**src/rtl/gbuff_arbiter.sv**
```systemverilog
// Round-robin arbiter sharing the single-port global buffer.
// Burst locking with a fairness cap; registered read-data routing.
module gbuff_arbiter #(
    parameter int NUM_REQ   = 3,
    parameter int IDX_W     = 16,
    parameter int DATA_W    = 32,
    parameter int DEPTH     = 256,
    parameter int MAX_BURST = 8
) (
    input  logic                      clk,
    input  logic                      rst_n,
    input  logic [NUM_REQ-1:0]        req,
    input  logic [NUM_REQ-1:0]        we,
    input  logic [NUM_REQ-1:0]        lock,
    input  logic [NUM_REQ*IDX_W-1:0]  idx,
    input  logic [NUM_REQ*DATA_W-1:0] wdata,
    output logic [NUM_REQ-1:0]        gnt,
    output logic [NUM_REQ-1:0]        rvalid,
    output logic [DATA_W-1:0]         rdata,
    output logic                      err,
    output logic                      gb_wr_en,
    output logic [IDX_W-1:0]          gb_index,
    output logic [DATA_W-1:0]         gb_data_in,
    input  logic [DATA_W-1:0]         gb_data_out
);

    localparam int PW = (NUM_REQ > 1) ? $clog2(NUM_REQ) : 1;
    localparam int BW = $clog2(MAX_BURST + 1);
    localparam logic [BW-1:0]  BURST_CAP = BW'(MAX_BURST);
    localparam logic [IDX_W:0] DEPTH_L   = (IDX_W + 1)'(DEPTH);
    localparam logic [PW-1:0]  LAST      = PW'(NUM_REQ - 1);

    logic [PW-1:0]      ptr, ptr_nxt;
    logic [PW-1:0]      owner, owner_nxt;
    logic               own_vld, own_vld_nxt;
    logic [BW-1:0]      burst_cnt, burst_nxt;
    logic [NUM_REQ-1:0] rvalid_q, gnt_w;
    logic               err_q;

    logic               other_req, cont, any;
    logic [PW-1:0]      gidx;
    logic [IDX_W-1:0]   sel_idx;
    logic [DATA_W-1:0]  sel_wdata;
    logic               sel_we, sel_lock;
    logic               active, in_range, hit;

    always_comb begin
        int k;
        k         = 0;
        other_req = 1'b0;
        for (int i = 0; i < NUM_REQ; i++) begin
            if (req[i] && (i != int'(owner))) other_req = 1'b1;
        end
        cont = own_vld && req[owner] &&
               ((burst_cnt < BURST_CAP) || !other_req);
        any  = 1'b0;
        gidx = '0;
        if (cont) begin
            any  = 1'b1;
            gidx = owner;
        end else begin
            for (int i = 0; i < NUM_REQ; i++) begin
                k = int'(ptr) + i;
                if (k >= NUM_REQ) k = k - NUM_REQ;
                if (!any && req[k]) begin
                    any  = 1'b1;
                    gidx = PW'(k);
                end
            end
        end
        gnt_w = '0;
        if (any) gnt_w[gidx] = 1'b1;
    end

    assign sel_idx   = idx[int'(gidx)*IDX_W +: IDX_W];
    assign sel_wdata = wdata[int'(gidx)*DATA_W +: DATA_W];
    assign sel_we    = we[gidx];
    assign sel_lock  = lock[gidx];
    assign in_range  = {1'b0, sel_idx} < DEPTH_L;
    assign active    = any & rst_n;
    assign hit       = active & in_range;

    assign gnt        = active ? gnt_w : '0;
    assign gb_wr_en   = hit & sel_we;
    assign gb_index   = hit ? sel_idx : '0;
    assign gb_data_in = hit ? sel_wdata : '0;

    always_comb begin
        ptr_nxt     = ptr;
        owner_nxt   = owner;
        own_vld_nxt = 1'b0;
        burst_nxt   = '0;
        if (any && cont) begin
            own_vld_nxt = sel_lock;
            burst_nxt   = (burst_cnt == BURST_CAP) ? burst_cnt
                                                   : burst_cnt + BW'(1);
        end else if (any) begin
            ptr_nxt     = (gidx == LAST) ? '0 : gidx + PW'(1);
            owner_nxt   = gidx;
            own_vld_nxt = sel_lock;
            burst_nxt   = BW'(1);
        end
    end

    always_ff @(posedge clk or negedge rst_n) begin
        if (!rst_n) begin
            ptr       <= '0;
            owner     <= '0;
            own_vld   <= 1'b0;
            burst_cnt <= '0;
            rvalid_q  <= '0;
            err_q     <= 1'b0;
        end else begin
            ptr       <= ptr_nxt;
            owner     <= owner_nxt;
            own_vld   <= own_vld_nxt;
            burst_cnt <= burst_nxt;
            rvalid_q  <= (hit && !sel_we) ? gnt_w : '0;
            err_q     <= active & ~in_range;
        end
    end

    assign rvalid = rvalid_q;
    assign err    = err_q;
    assign rdata  = gb_data_out;

endmodule

```
**config.mk**
```make
export PLATFORM = sky130hd
export DESIGN_NAME = gbuff_arbiter
export DESIGN_NICKNAME = d
export VERILOG_FILES = /design/src/rtl/gbuff_arbiter.sv
export SDC_FILE = /design/constraint.sdc
export NUM_CORES = 1
export LEC_CHECK = 0
export ABC_AREA = 0
export BUFFER_PORTS_ARGS = -buffer_cell sky130_fd_sc_hd__buf_2
export CELL_PAD_IN_SITES_DETAIL_PLACEMENT = 1
export CELL_PAD_IN_SITES_GLOBAL_PLACEMENT = 2
export CORE_MARGIN = 3
export CORE_UTILIZATION = 16
export DETAILED_ROUTE_END_ITERATION = 8
export HOLD_SLACK_MARGIN = 0.05
export PLACE_DENSITY = 0.82
export SLEW_MARGIN = 0
export SYNTH_ARGS = -nofsm -noshare
export SYNTH_HDL_FRONTEND = slang
export SYNTH_SLANG_ARGS = --single-unit
```
**constraint.sdc**
```tcl
create_clock -name clk -period 3.1 [get_ports clk]
set_input_delay 0.155 -clock clk [delete_from_list [all_inputs] [get_ports clk]]
set_output_delay 0.155 -clock clk [all_outputs]
set_load 0.02 [all_outputs]
```
# Yosys cells after proc, flatten, opt, wreduce, memory -nomap -nowiden
# Cells that the tools add are included.
[word_totals]
reg_bits = 13
out_inout_bits = 88
wordCells = 101
[op_classes]
addsub = 7
order_cmp = 11
eq_ne = 5
shifts = 2
muxes = 47
bitwise_logic = 6
reduce_logical = 17
[op_table]
columns = ["operator", "count"]
rows = [
  ["$mux W32", 7],
  ["$lt A32 B4 Y1 const B", 3],
  ["$shiftx A96 B8 Y32", 1],
  ["$shiftx A48 B7 Y16", 1],
  ["$mux W1", 22],
  ["$lt A16 B9 Y1 const B", 1],
  ["$mux W16", 1],
  ["$bmux W1 S2", 6],
  ["$logic_and A1 B1 Y1", 10],
  ["$mux W2", 5],
  ["$mux W3", 3],
  ["$mux W4", 2],
  ["$sub A3 B2 Y4 const B", 2],
  ["$ge A3 B2 Y1 const B", 2],
  ["$lt A2 B3 Y1 const B", 2],
  ["$add A4 B1 Y4 const B", 1],
  ["$and A1 B1 Y1", 4],
  ["$eq A4 B4 Y1 const B", 1],
  ["$logic_not A1 Y1", 4],
  ["$lt A4 B4 Y1 const B", 1],
  ["$ne A2 B2 Y1 const A", 2],
  ["$add A2 B1 Y3 const B", 1],
  ["$add A2 B2 Y3 const B", 1],
  ["$sub A2 B2 Y3 const B", 1],
  ["10 further kinds", 11],
]

# Longest topological paths before layout
[logic_depth]
ltp_word = 28
depth_mapped = 12
depth_no_buf = 9

# Worst setup path after synthesis
# Ideal clock, no wire load.
[synth_path]
path_kind = "register to output"
startpoint = "reg ptr[0]"
endpoint = "out gb_wr_en"
t_arrival_ns = 2.665
setup_slack_ns = 0.280
path_stages_with_launch = 12
cell_sequence = "dfrtp_1 -> inv_1 -> ha_1 -> clkbuf_1 -> mux2i_1 -> o21ai_0 -> nand4_1 -> a31o_1 -> buf_6 -> a221oi_2 -> o21ai_2 -> a211oi_1"
[synth_via]
elab_chain_len = 20
elab_cells_between_ends = 44
classes_between = "add/sub (5); order compare (4); shift (1); mux (27); bitwise (3); reduce/logical (4)"
[synth_lines]
columns = ["element", "line_no", "text"]
rows = [
  ["start: declaration", "33", "logic [PW-1:0] ptr, ptr_nxt;"],
  ["start signal: assignment", "114", "ptr <= ptr_nxt;"],
  ["branches (longest 19 deep; another with $sub A3 B2 Y4)", "-", ""],
  ["$and A1 B1 Y1 *", "84", "assign gb_wr_en = hit & sel_we;"],
  ["end: declaration", "21", "output logic gb_wr_en,"],
]
# Mark *: on every way between the ends. The select of a mux whose other input is x is not followed.

# Worst setup path after layout
[layout_path]
startpoint = "reg ptr[1]"
endpoint = "out gb_data_in[20]"
[layout_via]
elab_chain_len = 20
elab_cells_between_ends = 43
classes_between = "add/sub (5); order compare (4); shift (2); mux (26); bitwise (2); reduce/logical (4)"
[layout_lines]
columns = ["element", "line_no", "text"]
rows = [
  ["branches (longest 19 deep; another with $sub A3 B2 Y4)", "-", ""],
  ["$mux W32 *", "86", "assign gb_data_in = hit ? sel_wdata : '0;"],
  ["end: declaration", "23", "output logic [DATA_W-1:0] gb_data_in,"],
]
# Marked as above.

==> flow_metrics.py <==
metrics = {
    "outcome": {
        "outcome": "completed",
    },
    "placement": {
        "dp_hpwl_um": 8530,
        "gp_congestion": 0.811,
        "placed_area_um2": 3550,
        "dp_slack_ns": 0.0875,
        "numPortBuffers": 202,
    },
    "logic_synthesis": {
        "synth_common_cells": "49 x mux2i_1, 49 x nor2_1, 40 x buf_4",
        "ys_async_sr_fraction": 1.00,
        "syn_area_per_cell_um2": 8.32,
        "synth-seq-cells": 13,
        "synth_edf_count": 0,
        "ys_top_cells_by_area": "mux2i_1 20%, a211oi_2 19%, dfrtp_1 13%",
        "yosysWarnings": 0,
        "synthFlopType": "dfrtp_1",
        "postSynthCellCount": 302,
        "seq_area_frac_synth": 0.129,
        "synth_cell_types": 40,
        "synth_top_cell_area_share": 0.195,
        "synth_area_um2": 2510,
        "yosys.area.top_type": "mux2i_1",
    },
    "cts": {
        "cts_buffers": 3,
        "cts.sinks": 13,
        "cts.path.max_buffers": 2,
        "cts_tree": "yes",
        "clock_latency_ns": 0.24,
        "ctsRootBufferMaster": "clkbuf_16",
        "htree_levels": 1,
        "path_clk_slew_ns": 0.05,
    },
    "pwr": {
        "p_per_area_nw_per_um2": 1020,
        "p_int_mw": 1.78,
        "seqPwrFrac": 0.072,
        "combinationalPowerShare": 0.865,
        "p_leak_nw": 1.93,
        "vdd_ir_drop_max_uv": 367,
        "switching_power_mw": 2.13,
        "clkPwrFrac": 0.062,
        "p_sw_frac": 0.545,
    },
    "die": {
        "initial_core_util": 0.165,
        "coreArea_um2": 15300,
        "ios": 275,
        "die_area_um2": 17200,
        "die_y_um": 131,
        "placementRows": 45,
        "die_w_um": 131,
    },
    "sta": {
        "fin_crit_sh": 0.974,
        "setup_ws_ns": 0.0813,
        "fmax_mhz": 331,
        "rsz0062_at_grt": "true",
        "setup_viol": 0,
        "timing.final.max_slew_violations": 0,
        "hold_viol": 0,
        "holdWs_ns": 0.104,
        "fin_skew_ns": 0.00305,
        "period_needed_ns": 3.02,
    },
    "hold_path": {
        "holdCritStartpoint": "we[2]",
        "holdPathStages": 2,
        "min_path_type": "input port to register",
        "holdPathEnd": "rvalid[2]$_DFF_PN0_",
    },
    "setup_path": {
        "worstSetupPathType": "register to output port",
        "worstRegToRegCells": 10,
        "cp_max_fo": 18,
        "worstReg2RegStart": "ptr[0]$_DFFE_PN0P_",
        "crit_slowest_cell": "dfrtp_1",
        "crit_chain": "inv_2, ha_4, mux2i_2, mux2_4, nand4_1, a31o_4, a221oi_4, o21ai_4, clkbuf_16, a211oi_2, buf_2",
        "rrSetupSlack_ns": 0.35,
        "end_kind": "output port",
        "crit_arrival_ns": 2.86,
        "cpPeakStageDelay_ns": 0.43,
        "cp.required_ns": 2.94,
        "rr_endpoint": "rvalid[1]$_DFF_PN0_",
        "startpoint_type": "register",
    },
    "global_route": {
        "grt_remaining_overflow": 0,
        "grt_pass1_vias": 3134,
        "track_usage": 0.109,
        "grt_first_pass_wirelength_um": 15800,
        "grt_max_degree": 38,
        "antenna_found_initial": 0,
    },
    "routing": {
        "antenna_left": 0,
        "vias_per_cell": 4.22,
        "wl_per_cell_um": 15.8,
        "vias": 2894,
        "wl_um": 10800,
        "drc": 0,
        "drtIter0Drc": 83,
        "firstDrtPassIters": 4,
    },
    "flow_run": {
        "maxCapViolations": 0,
    },
    "layout": {
        "fin_area_um2": 3860,
        "drive_gt1_frac": 0.599,
        "nets": 668,
        "antenna_cells": 0,
        "areaGrowthSynthToFinish_pct": 53.5,
    },
}
cells in the final DEF, fill, tap and decap left out, drive strengths merged, types with 5 or more instances in the layout:
cell type,instances
nand3b,6
nand2,9
dfrtp,13
inv,6
o21ai,8
nor2,49
nor4,7
mux2i,49
clkbuf,5
ha,6
a21oi,5
a211oi,42
conb,8
buf,220
final cells by class:
class | instances | area (um2)
clock buffers | 4 | 78.8
fillers | 1864 | 11400
inverters | 6 | 22.5
multi-input cells | 229 | 1890
flip-flops and latches | 13 | 325
well taps | 211 | 264
repair buffers | 222 | 1270
power groups by stage:
stage | Combinational [mW] | Clock (mW) | Sequential, mW
2_1_floorplan | 2.28 | 0 | 0.282
3_3_place_gp | 2.98 | 0 | 0.275
3_5_place_dp | 3.06 | 0 | 0.282
4_1_cts | 3.17 | 0.251 | 0.277
5_1_grt | 3.68 | 0.259 | 0.289
6_report | 3.39 | 0.245 | 0.284
worst max-delay path, delay by kind of cell (launching register included):
kind | cells | cell delay, ns
muxes | 2 | 0.47
and+or+nand+nor | 1 | 0.11
DFF | 1 | 0.43
adders and majority gates | 1 | 0.18
AOI/OAI and AO/OA | 4 | 0.87
buffers and inverters | 3 | 0.54
cells by family after synthesis:
logic type                 Yosys count  synth area share
DFF                                 13             0.129
muxes                               50             0.200
and+or+nand+nor                     91             0.174
xor gates and xnor gates             2           0.00697
other                                1           0.00149
AOI/OAI and AO/OA                   71             0.279
adders and majority gates            6            0.0299
buffers and inverters               68             0.180
through the flow:
step / TNS, ns / std cells / util / total power [mW]
final: 0 / 685 / 0.253 / 3.92
after global routing: -0.140 / 685 / 0.253 / 4.22
after CTS: 0 / 681 / 0.242 / 3.70
after detailed placement: 0 / 675 / 0.232 / 3.35
after global placement: 0 / 675 / 0.232 / 3.25
after floorplan: 0 / 309 / - / 2.56
routing by layer:
| metal | vias up | global-route usage | share of wire | wire length, um |
|---|---|---|---|---|
| li1 | 1389 | - | - | - |
| met1 | 1364 | 0.125 | 0.40 | 4360 |
| met2 | 127 | 0.211 | 0.53 | 5800 |
| met3 | 14 | 0.0203 | 0.055 | 597 |
| met4 | 0 | 0.0193 | 0.0078 | 85 |
| met5 | - | 0 | 0 | 0 |
what timing repair did:
| action | CTS | global route |
|---|---|---|
| resized for setup | 11 | 37 |
| pin swaps | 0 | 4 |
| setup endpoints to repair | 41 | 41 |
| hold endpoints to repair | 13 | 0 |
| cloned | 0 | 2 |
| setup buffers | 1 | 2 |
| hold buffers | 1 | 0 |
registers in the layout, summed over array words and instances (netlist names):
signal and count:
rvalid 3, owner 2, err 1, ptr 2
own_vld 1, burst_cnt 4
worst max path at each step:
stage / from / to / slack [ns] / cells after the start
6_report: ptr[1]$_DFFE_PN0P_ / gb_data_in[20] / 0.08 / 11
4_1_cts: ptr[0]$_DFFE_PN0P_ / gb_wr_en / 0.001 / 11
3_3_place_gp: ptr[1]$_DFFE_PN0P_ / gb_data_in[7] / 0.25 / 11
2_1_floorplan: ptr[0]$_DFFE_PN0P_ / gb_wr_en / 0.28 / 11
5_1_grt: ptr[1]$_DFFE_PN0P_ / gb_wr_en / -0.03 / 11
3_5_place_dp: ptr[0]$_DFFE_PN0P_ / gb_data_in[7] / 0.09 / 11
No activity file was read; power rests on OpenSTA's default activity.
